`src/rtl/alu_pkg.sv`:
```
// Shared ALU definitions: op codes used by the control decoder and the
// multicycle ALU, plus the ALU sequencing states.
package alu_pkg;

    typedef enum logic [2:0] {
        ALU_ADD   = 3'b000,
        ALU_SUB   = 3'b001,
        ALU_MUL   = 3'b010,
        ALU_AND   = 3'b011,
        ALU_XOR   = 3'b100,
        ALU_SL    = 3'b101,
        ALU_SR    = 3'b110,
        ALU_WRONG = 3'b111
    } alu_op_e;

    typedef enum logic [1:0] {
        ST_IDLE = 2'd0,
        ST_MUL  = 2'd1,
        ST_DONE = 2'd2
    } alu_state_e;

    // Shift amount is always taken from the low bits of operand B.
    localparam int SHAMT_W = 5;

    function automatic logic is_mul(input logic [2:0] code);
        return code == ALU_MUL;
    endfunction

endpackage

```
`src/rtl/alu_mul_iter.sv`:
```
// Iterative shift-add multiplier: load captures operands, each step adds one
// partial product; last_o flags the final step so the caller can grab product_o.
module alu_mul_iter
    import alu_pkg::*;
#(
    parameter int WIDTH = 32
) (
    input  logic             clk_i,
    input  logic             rst_n_i,
    input  logic             load_i,
    input  logic             step_i,
    input  logic [WIDTH-1:0] a_i,
    input  logic [WIDTH-1:0] b_i,
    output logic [WIDTH-1:0] product_o,
    output logic             last_o
);

    localparam int CNT_W = (WIDTH > 1) ? $clog2(WIDTH) : 1;

    logic [WIDTH-1:0] acc_q;
    logic [WIDTH-1:0] acc_d;
    logic [WIDTH-1:0] mcand_q;
    logic [WIDTH-1:0] mplier_q;
    logic [CNT_W-1:0] cnt_q;

    // product_o is the accumulator including the current step, so the value
    // is complete in the same cycle last_o is high.
    assign acc_d     = acc_q + (mplier_q[0] ? mcand_q : '0);
    assign product_o = acc_d;
    assign last_o    = step_i && (cnt_q == CNT_W'(WIDTH - 1));

    always_ff @(posedge clk_i or negedge rst_n_i) begin
        if (!rst_n_i) begin
            acc_q    <= '0;
            mcand_q  <= '0;
            mplier_q <= '0;
            cnt_q    <= '0;
        end else if (load_i) begin
            acc_q    <= '0;
            mcand_q  <= a_i;
            mplier_q <= b_i;
            cnt_q    <= '0;
        end else if (step_i) begin
            acc_q    <= acc_d;
            mcand_q  <= mcand_q << 1;
            mplier_q <= mplier_q >> 1;
            cnt_q    <= cnt_q + 1'b1;
        end
    end

endmodule

```
`src/rtl/alu_multicycle.sv`:
```
// Multicycle ALU: single-cycle logic/arith ops, WIDTH-cycle iterative multiply,
// registered result with done/err pulses.
module alu_multicycle
    import alu_pkg::*;
#(
    parameter int WIDTH = 32
) (
    input  logic             clk_i,
    input  logic             rst_n_i,
    input  logic             start_i,
    input  logic [2:0]       ctrl_i,
    input  logic [WIDTH-1:0] data1_i,
    input  logic [WIDTH-1:0] data2_i,
    output logic             busy_o,
    output logic             done_o,
    output logic [WIDTH-1:0] result_o,
    output logic             err_o
);

    alu_state_e       state_q;
    logic [WIDTH-1:0] result_q;
    logic             done_q;
    logic             err_q;

    logic [WIDTH-1:0]   comb_res;
    logic [SHAMT_W-1:0] shamt;
    logic               accept;
    logic               mul_load;
    logic               mul_step;
    logic               mul_last;
    logic [WIDTH-1:0]   mul_product;

    assign shamt    = data2_i[SHAMT_W-1:0];
    assign accept   = start_i && (state_q != ST_MUL);
    assign mul_load = accept && is_mul(ctrl_i);
    assign mul_step = (state_q == ST_MUL);

    always_comb begin
        comb_res = '0;
        case (alu_op_e'(ctrl_i))
            ALU_ADD: comb_res = data1_i + data2_i;
            ALU_SUB: comb_res = data1_i - data2_i;
            ALU_AND: comb_res = data1_i & data2_i;
            ALU_XOR: comb_res = data1_i ^ data2_i;
            ALU_SL:  comb_res = data1_i << shamt;
            ALU_SR:  comb_res = $unsigned($signed(data1_i) >>> shamt);
            default: comb_res = '0;
        endcase
    end

    alu_mul_iter #(
        .WIDTH(WIDTH)
    ) u_mul (
        .clk_i     (clk_i),
        .rst_n_i   (rst_n_i),
        .load_i    (mul_load),
        .step_i    (mul_step),
        .a_i       (data1_i),
        .b_i       (data2_i),
        .product_o (mul_product),
        .last_o    (mul_last)
    );

    always_ff @(posedge clk_i or negedge rst_n_i) begin
        if (!rst_n_i) begin
            state_q  <= ST_IDLE;
            result_q <= '0;
            done_q   <= 1'b0;
            err_q    <= 1'b0;
        end else begin
            case (state_q)
                ST_MUL: begin
                    if (mul_last) begin
                        state_q  <= ST_DONE;
                        result_q <= mul_product;
                        done_q   <= 1'b1;
                    end
                end
                default: begin
                    // IDLE and DONE both accept; DONE lasts one cycle at most.
                    done_q <= 1'b0;
                    err_q  <= 1'b0;
                    if (!accept) begin
                        state_q <= ST_IDLE;
                    end else if (is_mul(ctrl_i)) begin
                        state_q <= ST_MUL;
                    end else begin
                        state_q  <= ST_DONE;
                        result_q <= comb_res;
                        done_q   <= 1'b1;
                        err_q    <= (ctrl_i == ALU_WRONG);
                    end
                end
            endcase
        end
    end

    assign busy_o   = (state_q == ST_MUL);
    assign done_o   = done_q;
    assign err_o    = err_q;
    assign result_o = result_q;

endmodule

```
`config.mk`:
```
export PLATFORM = sky130hd
export DESIGN_NAME = alu_multicycle
export DESIGN_NICKNAME = d
export VERILOG_FILES = /design/src/rtl/alu_pkg.sv /design/src/rtl/alu_mul_iter.sv /design/src/rtl/alu_multicycle.sv
export SDC_FILE = /design/constraint.sdc
export NUM_CORES = 1
export LEC_CHECK = 0
export BUFFER_PORTS_ARGS = -buffer_cell sky130_fd_sc_hd__buf_2
export CAP_MARGIN = 15
export CORE_MARGIN = 2
export CORE_UTILIZATION = 50
export CTS_BUF_LIST = sky130_fd_sc_hd__clkbuf_4 sky130_fd_sc_hd__clkbuf_8
export DETAILED_ROUTE_END_ITERATION = 12
export GPL_ROUTABILITY_DRIVEN = 0
export PLACE_DENSITY = 0.7
export SLEW_MARGIN = 15
export SYNTH_ARGS = -nofsm -noshare
export SYNTH_HDL_FRONTEND = slang
export SYNTH_SLANG_ARGS = --single-unit
export TNS_END_PERCENT = 1
```
`constraint.sdc`:
```
create_clock -name clk_i -period 7.1 [get_ports clk_i]
set_input_delay 0 -clock clk_i [delete_from_list [all_inputs] [get_ports clk_i]]
set_output_delay 0 -clock clk_i [all_outputs]
set_load 0.02 [all_outputs]
```
Word level (Yosys, flattened, before mapping)
Index checks and enable logic that the tools add are counted.
{ "word_totals": {"inputBits": 70, "output_inout_bits": 35, "register_bits": 137} }
{ "classes": {"n_reduce_logical": 7, "n_shift": 2, "muxes": 24, "add_sub_neg": 4, "n_bitwise": 2, "n_eq_ne": 12} }
{ "ops": {"columns": ["op", "count"], "rows": [
  ["$mux W32", 11],
  ["$pmux W32 S6", 1],
  ["$add A32 B32 Y32", 2],
  ["$and A32 B32 Y32", 1],
  ["$shl A32 B5 Y32", 1],
  ["$sshr A32 B5 Y32", 1],
  ["$sub A32 B32 Y32", 1],
  ["$xor A32 B32 Y32", 1],
  ["$eq A3 B3 Y1 const B", 4],
  ["$mux W5", 2],
  ["$mux W2", 4],
  ["$eq A3 B2 Y1 const B", 2],
  ["$mux W1", 6],
  ["$add A5 B1 Y5 const B", 1],
  ["$eq A5 B5 Y1 const B", 1],
  ["$ne A2 B1 Y1 const B", 2],
  ["$reduce_bool A2 Y1", 2],
  ["$eq A3 B1 Y1 const B", 1],
  ["$logic_and A1 B1 Y1", 3],
  ["$logic_not A3 Y1", 1],
  ["$reduce_and A3 Y1", 1],
  ["$eq A2 B1 Y1 const B", 1],
  ["$ne A2 B2 Y1 const B", 1]
]} }

Depth between registers and ports, before layout
{ "depth": {"ltp_word": 5, "depth_mapped": 25} }

Modules after synthesis
From an unflattened synthesis, not the netlist that was laid out.
{ "unflattened": {"cells_unflattened": 1821, "area_unflattened_um2": 14901.8} }
{ "modules_own_cells": {"columns": ["module", "instances", "cells_per_inst", "area_each_um2"], "rows": [
  ["alu_multicycle", 1, 1103, 8341.8],
  ["alu_mul_iter", 1, 718, 6560.0]
]} }

Worst setup path before layout
Ideal clock, no wire load.
{ "synth_timing": {"kind": "input port to flip-flop", "from": "input port data2_i[0]", "to": "register result_q[29] (netlist: result_o[29])", "path_buffers": 6, "cell_stages": 24, "required_ns": 6.974, "setup_ns": 0.126, "arrival_ns": 4.172, "path_slack_ns": 2.802, "cell_sequence": "buf_6 -> buf_12 -> buf_12 -> buf_12 -> buf_4 -> inv_2 -> ha_1 -> nand2_1 -> nor4_1 -> and2_1 -> nand2_1 -> or2_1 -> nor3_1 -> a21oi_1 -> xnor2_1 -> ha_1 -> clkbuf_1 -> a21oi_1 -> and3_1 -> a221o_1 -> a221o_1 -> a21oi_1 -> a21oi_1 -> a221o_1"} }
{ "synth_via": {"elab_chain_cells": 5, "word_cells_on_any_way": 8, "cone_classes": "2 x add/sub; 2 x shift; 4 x mux"} }
{ "synth_lines": {"columns": ["item", "line_no", "rtl"], "rows": [
  ["from (decl)", "alu_multicycle.sv:13", "input logic [WIDTH-1:0] data2_i,"],
  ["$sub A32 B32 Y32 (tied with other cells)", "alu_multicycle.sv:42", "ALU_SUB: comb_res = data1_i - data2_i;"],
  ["$pmux W32 S6 (*)", "alu_multicycle.sv:40", "case (alu_op_e'(ctrl_i))"],
  ["$mux W32 (*)", "alu_multicycle.sv:85", "end else if (is_mul(ctrl_i)) begin"],
  ["$mux W32 (*)", "alu_multicycle.sv:83", "if (!accept) begin"],
  ["$mux W32 (*)", "alu_multicycle.sv:71", "case (state_q)"],
  ["to (signal assigned)", "alu_multicycle.sv:75", "result_q <= mul_product;"],
  ["to (signal assigned)", "alu_multicycle.sv:89", "result_q <= comb_res;"],
  ["to (decl)", "alu_multicycle.sv:21", "logic [WIDTH-1:0] result_q;"]
]} }
Mark *: on every way between the ends. The rest lies on a longest branch, timed or not. The select of a mux whose other input is x is not followed.
A chain may end at the register's enable or synchronous reset.

Worst setup path in the final report
{ "layout_timing": {"from": "input port data2_i[1]", "to": "register result_q[30] (netlist: result_o[30])"} }
The elaborated chain is that of the path after synthesis.

==> results.toml <==
[run_status]
status = "finished, final reports clean"

[power]
peakVddDrop_mv = 0.115
p_leak_nw = 7.21
power_density_nw_per_um2 = 225

[worst_setup_path]
required_ns = 7.43
worstReg2RegEnd = "result_o[29]"
start_kind = "input port"
crit_slowest_cell = "nor4_1"
crit_fanout = 67
arrival_ns = 4.65
end_kind = "flip-flop"
setup.worst_path.class = "in2reg"
reg2reg_slack_ns = 3.15
r2r_cells = 10
reg2reg_from = "u_mul.mplier_q[0]"
path_cells = "buf_2 > buf_4 > inv_2 > ha_1 > nand2_1 > nor4_1 > and2_1 > nand2_1 > or2_1 > o41ai_1 > xor2_1 > ha_1 > nand4_1 > nor2_1 > nand3_1 > a211oi_1 > nor3b_1 > a21o_1 > xnor2_1 > a221oi_1 > a21oi_1"
critical_path.max_stage_delay_ns = 0.50

[drt]
vias = 14448
routed_wl_um = 50200
wl_per_cell_um = 23.3
firstDrtPassIters = 9
antenna_left = 0
post-route-drc-count = 0
drtIter0Drc = 1983
viasPerCell = 6.72

[logic_synthesis]
ys.flop_type = "dfrtp_1"
synth.most_common_cell = "nand2_1"
synth_cell_type_count = 78
syn_area_per_cell_um2 = 8.36
synthCells = 1688
ys_warn_count = 0
ys_async_sr_fraction_pct = 100
synth_top_area_share_pct = 24.1
yosysTopAreaCell = "dfrtp_1"
syn-num-nets = 1858
yosys_register_bits = 136
synth_edf_count = 0
ys_seq_area_share_pct = 24.1
synth_area_leaders = "dfrtp_1, ha_1, mux4_2"
synth_commonest_cells = "nand2_1, nor2_1, dfrtp_1"
netlist_area_um2 = 14100

[global_route]
grt_pass1_vias = 13393
grt_pass1_wl_um = 76900
track_usage_pct = 34.2
grt_max_degree = 88
grt-ovfl-total = 0
antenna_found_initial = 1

[place]
port_buffers = 104
placed_cells = 2076
hpwl_um = 35200

[layout]
drive_gt1_share_pct = 14.2
antenna_cells = 0
fillers = 2581
nets = 1930
areaGrowthSynthToFinish_pct = 10.9
instances_no_fill = 2151

[clocking]
cts_resized = 0
cts.clk_slew.worst_paths_ns = 0.09
cts-htree-levels = 4
cts_sinks = 136
clk_latency_ns = 0.49
cts_tree = "yes"
cts_buffer_depth = 2
cts_buffers = 17
root_buffer = "clkbuf_8"

[floorplan]
die_area_um2 = 29600
core_area_um2 = 27800
die_y_um = 172
die_width_um = 172
start_util_pct = 50.8
rows = 61
num_io_pins = 105

[sta]
rsz0062_at_grt = "no"
relSlewSlack_pct = 28.9
hold_viol_final = 0
finalCritPeriodShare_pct = 60.9
fin_crit_ns = 4.32
worstMarginPinSlew_ns = 1.07
fin_skew_ns = 0.0302
setup_tns_ns = 0
clock.fmax_mhz = 231
drv_slew = 0
finalSetupViolations = 0

[worst_hold_path]
hp-start = "data1_i[1]"
hp-class = "in2reg"
holdPathEnd = "u_mul.mcand_q[1]"
whs_path_depth = 3

[flow_run]
max_cap_viol_count = 0
[critical path, delay by kind of cell]
family / cells / cell delay (ns)
simple gates: 9 / 1.77
xor+xnor: 2 / 0.25
fa+ha+maj: 2 / 0.65
buf+inv: 3 / 0.75
compound gates: 5 / 1.21
[final cells by class]
type                       instances  area, um^2  share of cell area [%]
multi-input combinational       1419       10100                    64.8
inverter                          22        83.8                   0.536
sequential                       136        3400                    21.7
tap                              378         473                    3.02
clock inverter                    15         201                    1.29
clock buffer                      17         234                    1.49
timing repair buffer             164        1110                    7.07
[where the power goes]
| group | total, W | switching [W] | internal [W] |
|---|---|---|---|
| combinational | 0.00160 | 0.000973 | 0.000625 |
| clock | 0.000723 | 0.000391 | 0.000333 |
| sequential | 0.00119 | 0.000179 | 0.00101 |
| total | 0.00351 | 0.00154 | 0.00197 |
[metal layers]
metal  vias up  global-route usage, %  part of all wire [%]
li1       6451                      -                     -
met1      6745                   46.0                    40
met2       994                   49.9                    41
met3       256                   7.05                    11
met4         2                   22.1                   7.7
met5         -                      0                 0.022
[logic make-up (layout without fill, tap and decap cells)]
family / Yosys count / after routing / synth area share (%)
and+or+nand+nor: 593 / 593 / 18.3
DFF: 136 / 136 / 24.1
muxes: 137 / 137 / 14.9
xor gates and xnor gates: 77 / 77 / 4.78
adders and majority gates: 100 / 100 / 8.97
buffers and inverters: 133 / 218 / 4.17
AOI/OAI and AO/OA: 512 / 512 / 24.7
[how the worst max path moves through the flow]
stage,start,endpoint,slack [ns]
after CTS,data2_i[1],result_o[29],2.82
after global routing,data2_i[1],result_o[30],2.24
after detailed placement,data2_i[1],result_o[29],2.36
after global placement,data2_i[1],result_o[30],2.49
final,data2_i[1],result_o[30],2.78
after floorplan,data2_i[0],result_o[29],2.80
[sequential cells by signal, summed over array words and instances (netlist names)]
name and flops:
err_o 1, result_o 32, state_q 2, u_mul.acc_q 32, u_mul.cnt_q 5, u_mul.mcand_q 32
u_mul.mplier_q 32
[cell usage in the layout, fill, tap and decap left out, types with 41 or more instances in the layout]
| cell type | Yosys | layout |
|---|---|---|
| mux2i_1 | 60 | 60 |
| nand2_1 | 288 | 288 |
| o21ai_0 | 66 | 66 |
| a22oi_1 | 73 | 73 |
| buf_2 | 12 | 101 |
| ha_1 | 98 | 98 |
| nor2_1 | 143 | 139 |
| xnor2_1 | 41 | 41 |
| a21oi_1 | 92 | 92 |
| and2_1 | 41 | 41 |
| dlygate4sd3_1 | 0 | 42 |
| mux4_2 | 49 | 49 |
| dfrtp_1 | 136 | 136 |
[repair_timing]
action | CTS | global route
hold buffers | 42 | 0
buffers inserted | 0 | 0
endpoints found under the hold margin | 120 | 0
[metrics by stage]
stage,hold WS (ns),utilization [%],instance area [um^2],power (W),worst slack (ns)
floorplan,-0.296,-,14100,0.00227,2.80
global placement,0.119,53.2,14800,0.00269,2.49
detailed placement,0.127,53.2,14800,0.00273,2.36
CTS,0.000166,56.2,15600,0.00347,2.82
global route,0.0274,56.3,15700,0.00374,2.24
finish,0.0184,56.3,15700,0.00351,2.78
No activity file was read; power rests on OpenSTA's default activity.
